[config.mk]
export PLATFORM = sky130hd
export DESIGN_NAME = dp_mem_responder
export DESIGN_NICKNAME = d
export VERILOG_FILES = /design/src/rtl/cpu_types_pkg.sv /design/src/rtl/mem_resp_pkg.sv /design/src/rtl/dp_ibuf.sv /design/src/rtl/dp_mem_responder.sv
export SDC_FILE = /design/constraint.sdc
export NUM_CORES = 1
export LEC_CHECK = 0
export BUFFER_PORTS_ARGS = -buffer_cell sky130_fd_sc_hd__buf_2
export CELL_PAD_IN_SITES_DETAIL_PLACEMENT = 1
export CELL_PAD_IN_SITES_GLOBAL_PLACEMENT = 1
export CORE_MARGIN = 5
export CORE_UTILIZATION = 35
export CTS_BUF_LIST = sky130_fd_sc_hd__clkbuf_2 sky130_fd_sc_hd__clkbuf_4 sky130_fd_sc_hd__clkbuf_8
export DETAILED_ROUTE_END_ITERATION = 7
export PLACE_DENSITY = 0.82
export SYNTH_ARGS = -nofsm -noshare
export SYNTH_HDL_FRONTEND = slang
export SYNTH_HIERARCHICAL = 1
export SYNTH_SLANG_ARGS = --single-unit
[constraint.sdc]
create_clock -name CLK -period 4.4 [get_ports CLK]
set_clock_uncertainty 0.15 [all_clocks]
set_input_delay 0.66 -clock CLK [delete_from_list [all_inputs] [get_ports CLK]]
set_output_delay 0.66 -clock CLK [all_outputs]
set_load 0.01 [all_outputs]
[src/rtl/cpu_types_pkg.sv]
// -----------------------------------------------------------------------------
// cpu_types_pkg
// Purpose : Machine word and byte-address types shared by the datapath and the
//           memory-side blocks.
// Ports   : none (package).
// -----------------------------------------------------------------------------
package cpu_types_pkg;

  localparam int WORD_W = 32;
  localparam int ADDR_W = 32;

  typedef logic [WORD_W-1:0] word_t;
  typedef logic [ADDR_W-1:0] addr_t;

endpackage : cpu_types_pkg

[src/rtl/mem_resp_pkg.sv]
// -----------------------------------------------------------------------------
// mem_resp_pkg
// Purpose : State encoding and latched-request layout for dp_mem_responder.
// Ports   : none (package).
// -----------------------------------------------------------------------------
package mem_resp_pkg;
  import cpu_types_pkg::*;

  typedef enum logic [2:0] {
    IDLE = 3'd0,
    DACC = 3'd1,
    IACC = 3'd2,
    DHIT = 3'd3,
    IHIT = 3'd4,
    HALT = 3'd5
  } mem_state_t;

  typedef enum logic [1:0] {
    OP_NONE   = 2'd0,
    OP_IREAD  = 2'd1,
    OP_DREAD  = 2'd2,
    OP_DWRITE = 2'd3
  } mem_op_t;

  // Request captured on entry to DACC/IACC; the datapath inputs are ignored
  // from then until the access completes.
  typedef struct packed {
    mem_op_t op;
    addr_t   addr;
    word_t   data;
  } mem_req_t;

endpackage : mem_resp_pkg

[src/rtl/dp_ibuf.sv]
// -----------------------------------------------------------------------------
// dp_ibuf
// Purpose : One-entry instruction buffer (tag, data, valid) used by
//           dp_mem_responder when DP_IBUF_EN is defined.
// Ports   : clk, rst          - clock, asynchronous active-high reset
//           lookup_addr_i     - fetch address compared against the tag
//           hit_o/hit_data_o  - tag match with valid entry, buffered word
//           fill_i/fill_*_i   - refill from a completed instruction access
//           inval_i/inval_addr_i - data write; clears valid on tag match
// -----------------------------------------------------------------------------
module dp_ibuf #(
  parameter int ADDR_W = 32,
  parameter int WORD_W = 32
) (
  input  logic              clk,
  input  logic              rst,
  input  logic [ADDR_W-1:0] lookup_addr_i,
  output logic              hit_o,
  output logic [WORD_W-1:0] hit_data_o,
  input  logic              fill_i,
  input  logic [ADDR_W-1:0] fill_addr_i,
  input  logic [WORD_W-1:0] fill_data_i,
  input  logic              inval_i,
  input  logic [ADDR_W-1:0] inval_addr_i
);

  logic              valid_q;
  logic [ADDR_W-1:0] tag_q;
  logic [WORD_W-1:0] data_q;

  // NOTE: sequential state is assigned with <= so every flop samples the
  // pre-edge values regardless of statement order.
  always_ff @(posedge clk or posedge rst) begin
    if (rst) begin
      valid_q <= 1'b0;
    end else if (fill_i) begin
      valid_q <= 1'b1;
    end else if (inval_i && (inval_addr_i == tag_q)) begin
      valid_q <= 1'b0;
    end
  end

  // NOTE: tag and data carry no reset; they are meaningless while valid_q is
  // low, so resetting them would only add reset fan-out.
  always_ff @(posedge clk) begin
    if (fill_i) begin
      tag_q  <= fill_addr_i;
      data_q <= fill_data_i;
    end
  end

  assign hit_o      = valid_q && (tag_q == lookup_addr_i);
  assign hit_data_o = data_q;

endmodule : dp_ibuf

[src/rtl/dp_mem_responder.sv]
// -----------------------------------------------------------------------------
// dp_mem_responder
// Purpose : Memory-side responder for the datapath request interface. Accepts
//           instruction fetches and data loads/stores, serialises them onto a
//           single-ported RAM with wait states, and returns one-cycle
//           ihit/dhit pulses with load data. Data requests beat fetches;
//           halt parks the block in HALT until RST.
// Config  : DP_IBUF_EN - compiles in a one-entry instruction buffer (dp_ibuf)
//           that answers a repeat fetch in one cycle without a RAM access.
// Ports   : CLK, RST (async, active-high)
//           imemREN/imemaddr -> ihit/imemload          (instruction side)
//           dmemREN/dmemWEN/dmemaddr/dmemstore -> dhit/dmemload (data side)
//           halt -> halted
//           ram_ren/ram_wen/ram_addr/ram_store, ram_load/ram_ready (RAM side)
// Request/response registers use cpu_types_pkg word and address types, so
// WORD_W/ADDR_W must match that package.
// -----------------------------------------------------------------------------
module dp_mem_responder
  import cpu_types_pkg::*;
  import mem_resp_pkg::*;
#(
  parameter int WORD_W = cpu_types_pkg::WORD_W,
  parameter int ADDR_W = cpu_types_pkg::ADDR_W
) (
  input  logic              CLK,
  input  logic              RST,
  input  logic              imemREN,
  input  logic [ADDR_W-1:0] imemaddr,
  input  logic              dmemREN,
  input  logic              dmemWEN,
  input  logic [ADDR_W-1:0] dmemaddr,
  input  logic [WORD_W-1:0] dmemstore,
  input  logic              halt,
  output logic              ihit,
  output logic [WORD_W-1:0] imemload,
  output logic              dhit,
  output logic [WORD_W-1:0] dmemload,
  output logic              ram_ren,
  output logic              ram_wen,
  output logic [ADDR_W-1:0] ram_addr,
  output logic [WORD_W-1:0] ram_store,
  input  logic [WORD_W-1:0] ram_load,
  input  logic              ram_ready,
  output logic              halted
);

  mem_state_t state_q, state_d;
  mem_req_t   req_q, req_d;
  word_t      resp_q, resp_d;
  logic       access;
  logic       ibuf_take;
  word_t      ibuf_data;

`ifdef DP_IBUF_EN
  logic ibuf_hit;
  logic ibuf_fill;
  logic ibuf_inval;

  assign ibuf_fill  = (state_q == IACC) && ram_ready;
  assign ibuf_inval = (state_q == DACC) && ram_ready && (req_q.op == OP_DWRITE);
  assign ibuf_take  = imemREN && ibuf_hit;

  dp_ibuf #(
    .ADDR_W(ADDR_W),
    .WORD_W(WORD_W)
  ) u_ibuf (
    .clk          (CLK),
    .rst          (RST),
    .lookup_addr_i(imemaddr),
    .hit_o        (ibuf_hit),
    .hit_data_o   (ibuf_data),
    .fill_i       (ibuf_fill),
    .fill_addr_i  (req_q.addr),
    .fill_data_i  (ram_load),
    .inval_i      (ibuf_inval),
    .inval_addr_i (req_q.addr)
  );
`else
  assign ibuf_take = 1'b0;
  assign ibuf_data = '0;
`endif

  always_ff @(posedge CLK or posedge RST) begin
    if (RST) begin
      state_q <= IDLE;
      req_q   <= '0;
      resp_q  <= '0;
    end else begin
      state_q <= state_d;
      req_q   <= req_d;
      resp_q  <= resp_d;
    end
  end

  // NOTE: every signal written here gets a default first, so no path leaves
  // it unassigned and no latch is inferred.
  always_comb begin
    state_d = state_q;
    req_d   = req_q;
    resp_d  = resp_q;
    unique case (state_q)
      IDLE: begin
        if (halt) begin
          state_d = HALT;
        end else if (dmemWEN || dmemREN) begin
          state_d    = DACC;
          req_d.op   = dmemWEN ? OP_DWRITE : OP_DREAD;  // write wins
          req_d.addr = dmemaddr;
          req_d.data = dmemstore;
        end else if (ibuf_take) begin
          state_d = IHIT;
          resp_d  = ibuf_data;
        end else if (imemREN) begin
          state_d    = IACC;
          req_d.op   = OP_IREAD;
          req_d.addr = imemaddr;
          req_d.data = dmemstore;
        end
      end
      DACC: begin
        if (ram_ready) begin
          state_d = DHIT;
          resp_d  = (req_q.op == OP_DWRITE) ? '0 : ram_load;
        end
      end
      IACC: begin
        if (ram_ready) begin
          state_d = IHIT;
          resp_d  = ram_load;
        end
      end
      // The datapath's old request is still up during a hit, so it is not
      // sampled; the next request is seen in the following IDLE cycle.
      DHIT, IHIT: state_d = IDLE;
      HALT:       state_d = HALT;
      default:    state_d = IDLE;
    endcase
  end

  // Outputs decode only from registered state; no input reaches an output.
  assign access    = (state_q == DACC) || (state_q == IACC);
  assign ram_ren   = access && ((req_q.op == OP_IREAD) || (req_q.op == OP_DREAD));
  assign ram_wen   = access && (req_q.op == OP_DWRITE);
  assign ram_addr  = access ? req_q.addr : '0;
  assign ram_store = access ? req_q.data : '0;
  assign ihit      = (state_q == IHIT);
  assign dhit      = (state_q == DHIT);
  assign imemload  = ihit ? resp_q : '0;
  assign dmemload  = dhit ? resp_q : '0;
  assign halted    = (state_q == HALT);

endmodule : dp_mem_responder

# Yosys cells after proc, flatten, opt, wreduce, memory -nomap -nowiden

Cells that the tools add are included.

Add/sub/neg operators: 0
Magnitude comparators: 0
Reduce and logical (&&, ||, !) cells: 11
Bitwise gates (word level): 1
Mux-type cells: 17
Divide/modulo/power cells: 0
Multiply operators: 0
Shift operators: 0
Equal/unequal tests: 11

Operator list:

| kind                 | number |
|---|---|
| $mux W32             | 7 |
| $mux W66             | 2 |
| $pmux W32 S2         | 1 |
| $mux W3              | 5 |
| $pmux W3 S4          | 1 |
| $reduce_and A3 Y1    | 3 |
| $eq A3 B2 Y1 const B | 2 |
| $eq A3 B3 Y1 const B | 2 |
| $eq A2 B2 Y1 const B | 2 |
| $ne A2 B2 Y1 const B | 2 |
| $ne A4 B4 Y1 const B | 1 |
| $reduce_bool A2 Y1   | 2 |
| $eq A3 B1 Y1 const B | 1 |
| $logic_not A3 Y1     | 1 |
| $logic_or A1 B1 Y1   | 3 |
| $eq A2 B1 Y1 const B | 1 |
| $logic_and A1 B1 Y1  | 2 |
| $mux W1              | 1 |
| $not A1 Y1           | 1 |

Logic and storage cells: 45
Bits in read-only memories: 0
Register bits: 101
Output and inout bits: 133
Memories: 0
Memory bits (writable): 0
Latch bits: 0

# Longest topological paths before layout

Gate-level depths: netlist (run 1).

Word-level depth: 4
Gate-level depth with buffers: 6

# Least setup slack after synthesis (run 1)

No wires, ideal clock.

Kind: register to output
Start: reg state_q[0]
End: out imemload[22]
Path buffers: 2
Data arrival time: 1.398 ns
Setup slack: 2.192 ns
Data required time: 3.590 ns
Cell stages (with the launch flop): 5
Cell sequence: dfrtp_1 > buf_6 > nor3b_1 > clkbuf_1 > and2_1

Longest elaborated chain between the ends: 2

RTL lines:

| item                     | line                    | source |
|---|---|---|
| start: declaration       | dp_mem_responder.sv:47  | `mem_state_t state_q, state_d;` |
| start signal: assignment | dp_mem_responder.sv:89  | `state_q <= state_d;` |
| $eq A3 B3 Y1             | dp_mem_responder.sv:146 | `assign ihit = (state_q == IHIT);` |
| named net ihit           | dp_mem_responder.sv:34  | `output logic ihit,` |
| $mux W32                 | dp_mem_responder.sv:148 | `assign imemload = ihit ? resp_q : '0;` |
| end: declaration         | dp_mem_responder.sv:35  | `output logic [WORD_W-1:0] imemload,` |

The timed path passes the listed nets, and every way through them passes these cells.

# Worst setup path in the final report (run 1)

Start: reg state_q[0]
End: out ram_store[16]

Longest elaborated chain between the ends: 3
Elaborated cells between the ends (all ways): 4

RTL lines:

| item                                                | line                    | source |
|---|---|---|
| $eq A3 B1 Y1 / $eq A3 B2 Y1 (equally long branches) | dp_mem_responder.sv:141 | `assign access = (state_q == DACC) \|\| (state_q == IACC);` |
| $logic_or A1 B1 Y1 *                                | dp_mem_responder.sv:141 |  |
| $mux W32 *                                          | dp_mem_responder.sv:145 | `assign ram_store = access ? req_q.data : '0;` |
| end: declaration                                    | dp_mem_responder.sv:41  | `output logic [WORD_W-1:0] ram_store,` |

Every way passes the cells marked *; elsewhere a longest branch is shown, timed or not.

==> results of run 1 <==
[per-stage QoR]
stage	utilization, %	cell area (um2)	std cells
3_3_place_gp	44.9	6780	920
4_1_cts	46.4	7000	936
6_report	46.4	7000	936
5_1_grt	46.4	7000	936
2_1_floorplan	-	5330	504
3_5_place_dp	44.9	6780	920
[registers in the layout (all words and copies together) (netlist names)]
register	cells
state_q	3
resp_q	32
req_q	66
[kinds of logic (layout without fill, tap and decap cells)]
logic type | count (synthesis) | count (layout) | synth area share, %
DFF | 101 | 101 | 47.5
buffers and inverters | 83 | 327 | 6.70
muxes | 65 | 65 | 14.7
AOI/OAI and AO/OA | 105 | 105 | 14.1
and+or+nand+nor | 148 | 148 | 16.6
xor gates and xnor gates | 1 | 1 | 0.165
adders and majority gates | 1 | 1 | 0.235
[worst register-to-register path, cell delays in order, from the launching register on]
cell	delay (ps)
dfrtp_1	560
or4_1	1090
o31ai_1	410
o22ai_1	130
[final cells by class]
type	count	area, um2
clock buffer	14	180
fill	1754	8090
sequential	101	2530
clock inverter	2	38.8
timing repair buffer	275	1410
tap	188	235
multi-input combinational	320	2470
inverter	36	138
[worst min path at each step]
stage	slack, ps	to	cells past startpoint	startpoint
after floorplan	300	req_q[32]$_DFFE_PP0P_	1	req_q[32]$_DFFE_PP0P_
after global placement	310	req_q[50]$_DFFE_PP0P_	1	req_q[50]$_DFFE_PP0P_
after detailed placement	320	req_q[35]$_DFFE_PP0P_	1	req_q[35]$_DFFE_PP0P_
after CTS	340	req_q[9]$_DFFE_PP0P_	2	dmemstore[9]
after global routing	340	req_q[8]$_DFFE_PP0P_	2	dmemstore[8]
final	310	req_q[10]$_DFFE_PP0P_	2	RST
[layer usage]
layer,share of wire (%),global-route usage (%)
met1,43,23.2
met2,50,32.8
met3,6.5,4.31
met4,1.4,5.77
met5,0,0
[power groups by stage]
| stage | sequential, mW | combinational (mW) | clock, mW |
|---|---|---|---|
| after floorplan | 1.54 | 1.69 | 0 |
| after global placement | 1.64 | 2.38 | 0 |
| after detailed placement | 1.67 | 2.48 | 0 |
| after CTS | 1.66 | 2.49 | 0.666 |
| after global routing | 1.71 | 2.67 | 0.710 |
| final | 1.66 | 2.44 | 0.647 |
[layout by cell type, fill, tap and decap left out, types with 2 or more instances in the layout]
cell / netlist / final
clkbuf_4: 0 / 2
a22oi_1: 32 / 32
nor2_1: 5 / 4
nor3b_2: 0 / 4
mux2_4: 25 / 25
dfrtp_1: 101 / 101
clkbuf_8: 0 / 12
inv_1: 36 / 35
o21ai_0: 32 / 32
buf_2: 9 / 267
o2bb2ai_1: 32 / 32
mux2i_1: 33 / 33
nor3_1: 34 / 34
buf_4: 1 / 7
mux2_2: 7 / 7
a21oi_1: 3 / 3
nand2_1: 3 / 3
and2_1: 97 / 97
==> results.cfg, run 1 <==
[run_status]
status = finished clean

[sta]
rsz0062_at_grt = no
hold_viol = 0
slew_headroom_pct = 18.4
fin_tns_setup_ps = 0
fin_crit_sh_pct = 76.2
holdWs_ps = 312
drv_slew = 0
setup_viol_count_final = 0
tightest_slew_ps = 1220
clock.fmax_ghz = 0.298
fin_crit_ps = 3350
fin_ws_ps = 1050

[clocking]
clkTransAtPathRegs_ps = 100
clk_latency_ps = 360
cts_resized = 0
cts-root-buf = clkbuf_8
cts.sinks = 101
post_cts_buffers = 0
cts.path.max_buffers = 2
cts_max_level = 3
cts_tree = yes
cts_inserted_buffers = 9
cts_hold_buf = 0

[synthesis]
async_flop_share_pct = 100
synth_seq_cells = 101
ys_seq_area_share_pct = 47.5
ys_top_cells_by_area = dfrtp_1 (47%), and2_1 (11%), mux2_4 (7.0%), mux2i_1 (6.2%), o2bb2ai_1 (5.3%)
synth_most_common_cell = dfrtp_1
synth_top_area_share_pct = 47.5
synth.largest_area_cell = dfrtp_1
synthDistinctLibCells = 32
ys_warn_count = 6
syn_nets = 640
avgSynthCellArea_um2 = 10.6
synth_area_um2 = 5330
synth_commonest_cells = dfrtp_1 (101), and2_1 (97), inv_1 (36), nor3_1 (34), mux2i_1 (33)
syn_inst = 504
synth_edf_count = 0
synth-main-ff-cell = dfrtp_1

[global_route]
grt_pass1_wl_um = 27100
grt_max_degree = 73
grt_remaining_overflow = 0
antenna_found_initial = 0
grt_pass1_vias = 5086
grt_util_all_layers_pct = 18.8

[setup_path]
max_stage_delay_ps = 920
required_ps = 3590
end_kind = output pin
reg2reg_from = state_q[2]$_DFFE_PP0P_
slowest_stage = nor2_4
r2r_setup_slack_ps = 1940
path_depth = 4
cp.buffers_inverters = 1
path_max_fanout = 65
cp_cell_sequence = xnor2_1, nor2_4, and2_1, buf_2
critPathCapture = ram_store[16]
arrival_ps = 2540
timing.rr.end = state_q[1]$_DFFE_PP0P_
start_kind = flip-flop
reg2regPathDepth = 3
criticalPathCategory = flip-flop to output pin
startpoint = state_q[0]$_DFFE_PP0P_
crit_family = simple AND/OR/NAND/NOR gates

[hold_path]
hold_class = input pin to asynchronous set/reset pin

[routing]
drtAntennaViolNets = 0
drc = 0
drt_wl_total_um = 17200
routed_via_density = 5.05
drt_iter0_drc = 105
num_vias = 4726
drt_first_pass_iters = 4
wl_per_cell_um = 18.4

[pwr]
comb_power_share_pct = 51.5
finalPower_mw = 4.74
clkPwrFrac_pct = 13.6
p_leak_nw = 3.72
internal_power_mw = 2.82
p_per_area_nw_per_um2 = 678
power.switching_mw = 1.92
irDropWorstVdd_mv = 0.286
p_seq_share_pct = 34.9
swShare_pct = 40.6

[place]
hpwl_um = 12700
gp_congestion = 0.819
pre_cts_slack_ps = 1410
port_buffers = 267

[die]
start_util_pct = 35.3
fp.dieH_um = 133
boundaryPins = 268
rows = 45
die_x_um = 133
dieArea_um2 = 17800
core_um2 = 15100

[layout]
drive_gt1_share_pct = 44.4
nNetsFinal = 879
num_antenna_cells = 0
syn2layout_area_growth_pct = 31.4

[job]
drv_cap = 0
No activity file was read; power rests on OpenSTA's default activity.
==> run 2, diff against run 1 <==
Settings changed: CORE_UTILIZATION 35 to 31, PLACE_DENSITY 0.82 to 0.77.
Clock period 4.4 ns to 3 ns, I/O delays scaled along.
==> results.cfg, run 2 (synthesized netlist as in run 1, its figures left out) <==
[global_route]
grt_pass1_vias = 5170
grt_util_all_layers_pct = 17.8
antenna_found_initial = 1
grt_pass1_wl_um = 28200
grt_max_degree = 102
grt_remaining_overflow = 0

[clocking]
cts_max_level = 3
cts.path.max_buffers = 2
cts_hold_buf = 0
cts_tree = yes
post_cts_buffers = 0
cts_inserted_buffers = 9
clkTransAtPathRegs_ps = 110
cts-root-buf = clkbuf_8
cts.sinks = 101
clk_latency_ps = 370

[routing]
routed_via_density = 4.81
drc = 0
drt_iter0_drc = 125
drtAntennaViolNets = 0
drt_first_pass_iters = 4
drt_wl_total_um = 18200
num_vias = 4720
wl_per_cell_um = 18.5

[layout]
drive_gt1_share_pct = 45.2
nNetsFinal = 887
syn2layout_area_growth_pct = 33.7
fillers = 2036
largest_reg_flops = 66
regMostFlops = req_q
finish.utilization_pct = 41.7
layout_common_cells = buf_2 (267), dfrtp_1 (100), and2_1 (97)
final_common_cell = buf_2
reg_top3 = req_q x66, resp_q x32, state_q x3

[place]
gp_congestion = 0.771
hpwl_um = 12500
port_buffers = 267

[die]
core_um2 = 17100
dieArea_um2 = 19900
start_util_pct = 31.2
die_x_um = 141
rows = 48
boundaryPins = 268
fp.dieH_um = 141

[sta]
fin_tns_setup_ps = 0
fin_crit_sh_pct = 94.8
holdWs_ps = 43.9
rsz0062_at_grt = no
hold_viol = 0
setup_viol_count_final = 0
tightest_slew_ps = 721
fin_crit_ps = 2840
slew_headroom_pct = 51.7
drv_slew = 0
clock.fmax_ghz = 0.352

[setup_path]
arrival_ps = 2240
path_max_fanout = 17
start_kind = flip-flop
end_kind = output pin
required_ps = 2400
criticalPathCategory = flip-flop to output pin

[hold_path]
hold_class = input pin to asynchronous set/reset pin

[pwr]
p_leak_nw = 3.74
p_per_area_nw_per_um2 = 999
irDropWorstVdd_mv = 0.391

[run_status]
status = finished clean

[job]
drv_cap = 0
-- run 2: cell types whose count changed in the layout (fill, tap and decap cells not counted), sizes merged --
| cell | delta |
|---|---|
| clkinvlp | +3 |
| clkbuf | -5 |
| clkinv | +2 |
| buf | +5 |
| nor2 | +3 |
| diode | +1 |
-- run 2: final timing paths --
kind                                              from  cells after the start  slack, ps               endpoint
min in group CLK                          dmemstore[7]                      2        140   req_q[7]$_DFFE_PP0P_
worst max-delay path            state_q[0]$_DFFE_PP0P_                      4        160           ram_addr[21]
worst min-delay path                               RST                      3         40   req_q[5]$_DFFE_PP0P_
worst min register to register   req_q[46]$_DFFE_PP0P_                      1        340  req_q[46]$_DFFE_PP0P_
worst max register to register  state_q[2]$_DFFE_PP0P_                      4        750  req_q[44]$_DFFE_PP0P_
max in group asynchronous                          RST                      3       2180  req_q[61]$_DFFE_PP0P_
-- run 2: final cells by class --
cell class                 count  area, um2  area share (%)
clock buffer                   9        124            1.74
sequential                   101       2530            35.5
inverter                      36        139            1.95
timing repair buffer         280       1460            20.5
antenna                        1       2.50          0.0351
tap                          225        282            3.95
clock inverter                 7       72.6            1.02
multi-input combinational    323       2510            35.2
-- run 2: layer usage --
layer / routed length [um] / global-route usage [%] / up-vias
met3: 1310 / 4.75 / 15
met2: 8830 / 30.7 / 186
met4: 288 / 4.74 / 0
met5: 0 / 0 / -
met1: 7760 / 21.9 / 2290
li1: - / - / 2229
-- run 2: power by group --
group	internal, mW	switching (mW)
clock network	0.389	0.509
registers	2.03	0.396
logic	1.70	2.10
total	4.11	3.00
-- run 2: critical path, stage by stage (launching register included) --
cell and delay [ps]:
dfrtp_1 560, xnor2_2 670, nor2_4 250, and2_1 250, buf_2 140
-- run 2: repair_timing --
action	4_1_cts	5_1_grt
resized for setup	4	2
pin swaps	1	1
gates cloned	2	1
setup endpoints to repair	65	32
-- run 2: metrics by stage --
stage               cells  setup slack [ps]  power [mW]  instance area (um2)
floorplan             504              1000        4.73                 5330
global placement      962               251        5.97                 6880
detailed placement    962               180        6.09                 6880
CTS                   980              47.0        7.19                 7110
global route          982              3.02        7.66                 7120
finish                982               155        7.11                 7120
==> run 3, diff against run 2 <==
Settings changed: CORE_ASPECT_RATIO set to 0.6.
==> results.cfg, run 3 (synthesized netlist as in run 1, its figures left out) <==
[setup_path]
arrival_ps = 2160
criticalPathCategory = flip-flop to output pin
path_max_fanout = 43
slowest_stage = dfrtp_1
crit_family = buffers and inverters
cp_cell_sequence = buf_6, nor3b_2, buf_4, and2_1, buf_2
required_ps = 2400
cp.buffers_inverters = 3
end_kind = output pin
reg2reg_from = state_q[2]$_DFFE_PP0P_
max_stage_delay_ps = 500
r2r_setup_slack_ps = 720
reg2regPathDepth = 5
timing.rr.end = req_q[23]$_DFFE_PP0P_
start_kind = flip-flop

[layout]
final_cells = 990
reg_top3 = req_q x66, resp_q x32, state_q x3
nNetsFinal = 886
syn2layout_area_growth_pct = 33.6
regMostFlops = req_q
layout_common_cells = buf_2 (267), dfrtp_1 (101), and2_1 (97)
largest_reg_flops = 66
drive_gt1_share_pct = 44.9
final_common_cell = buf_2
final_area_um2 = 7110

[clocking]
cts_max_level = 3
cts_tree = yes
cts_hold_buf = 0
clk_latency_ps = 370
cts_inserted_buffers = 9
cts.path.max_buffers = 2
cts.sinks = 101
cts_resized = 0
clkTransAtPathRegs_ps = 110
cts-root-buf = clkbuf_8
post_cts_buffers = 0

[hold_path]
hold_class = input pin to asynchronous set/reset pin

[global_route]
grt_pass1_vias = 4950
antenna_found_initial = 1
grt_max_degree = 102
grt_pass1_wl_um = 27000
grt_remaining_overflow = 0
grt_util_all_layers_pct = 16.7

[die]
boundaryPins = 268
dieArea_um2 = 20000
rows = 37
die_x_um = 179
core_um2 = 17000
fp.dieH_um = 112
start_util_pct = 31.3

[place]
port_buffers = 267
dpl.cell_count = 972
gp_congestion = 0.801
hpwl_um = 12300
place_area_um2 = 6890

[routing]
routed_via_density = 4.73
drt_wl_total_um = 17400
drt_iter0_drc = 170
routedLengthMet1_um = 8050
wl_per_cell_um = 17.6
num_vias = 4687
wl_met2_um = 7930
drt_first_pass_iters = 4
top_layer = met4
drtAntennaViolNets = 0
met3_wirelength_um = 1280
drc = 0

[sta]
fin_tns_setup_ps = 0
hold_viol = 0
clock.fmax_ghz = 0.362
drv_slew = 0
fin_crit_ps = 2760
holdWs_ps = 65.3
slew_headroom_pct = 49.6
setup_viol_count_final = 0
fin_crit_sh_pct = 92.2
rsz0062_at_grt = no
tightest_slew_ps = 751

[pwr]
p_leak_nw = 3.74
irDropWorstVdd_mv = 0.379
p_per_area_nw_per_um2 = 978
finalPower_mw = 6.96

[job]
drv_cap = 0

[run_status]
status = finished clean
## run 3: cell count changes in the layout (fill, tap and decap cells not counted), moves of 2 or more
| cell | before | now |
|---|---|---|
| clkinv_8 | 0 | 2 |
| clkinv_2 | 2 | 0 |
| nor2_4 | 4 | 2 |
| clkinvlp_4 | 3 | 1 |
## run 3: where the power goes
group          switching (mW)  total [mW]  internal (mW)
Clock                   0.552       0.885          0.333
Combinational            2.03        3.71           1.68
Sequential              0.344        2.37           2.02
## run 3: worst register-to-register path: cells and delay by family, from the launching register on
kind                   cells  cell delay, ps
AOI/OAI and AO/OA          1             220
buffers and inverters      2             510
DFF                        1             480
muxes                      1             330
and+or+nand+nor            1             490
## run 3: worst max path at each step
stage / startpoint / end / depth (start not counted)
floorplan: state_q[0]$_DFFE_PP0P_ / imemload[22] / 4
global placement: state_q[0]$_DFFE_PP0P_ / ram_store[2] / 4
detailed placement: state_q[1]$_DFFE_PP0P_ / ram_addr[1] / 4
CTS: state_q[1]$_DFFE_PP0P_ / ram_addr[16] / 4
global route: state_q[2]$_DFFE_PP0P_ / imemload[28] / 5
finish: state_q[2]$_DFFE_PP0P_ / imemload[28] / 5
## run 3: layer usage
metal,vias to the layer above,GRT usage (%)
met2,160,26.2
met1,2294,23.1
li1,2220,-
met3,13,4.75
met4,0,3.30
met5,-,0
## run 3: cell type report
class                           instances  area, um2
Antenna cell                            1       2.50
Clock buffer                            9        124
Clock inverter                          7       78.8
Fill cell                            1990       9880
Inverter                               36        139
Sequential cell                       101       2530
Multi-Input combinational cell        321       2480
Timing Repair Buffer                  281       1470
Tap cell                              234        293
## run 3: stage by stage
step                      setup slack (ps)  util (%)
after detailed placement               474      40.6
after floorplan                       1000         -
final                                  236      41.9
after global placement                 548      40.6
after global routing                  80.1      41.9
after CTS                             37.3      41.8
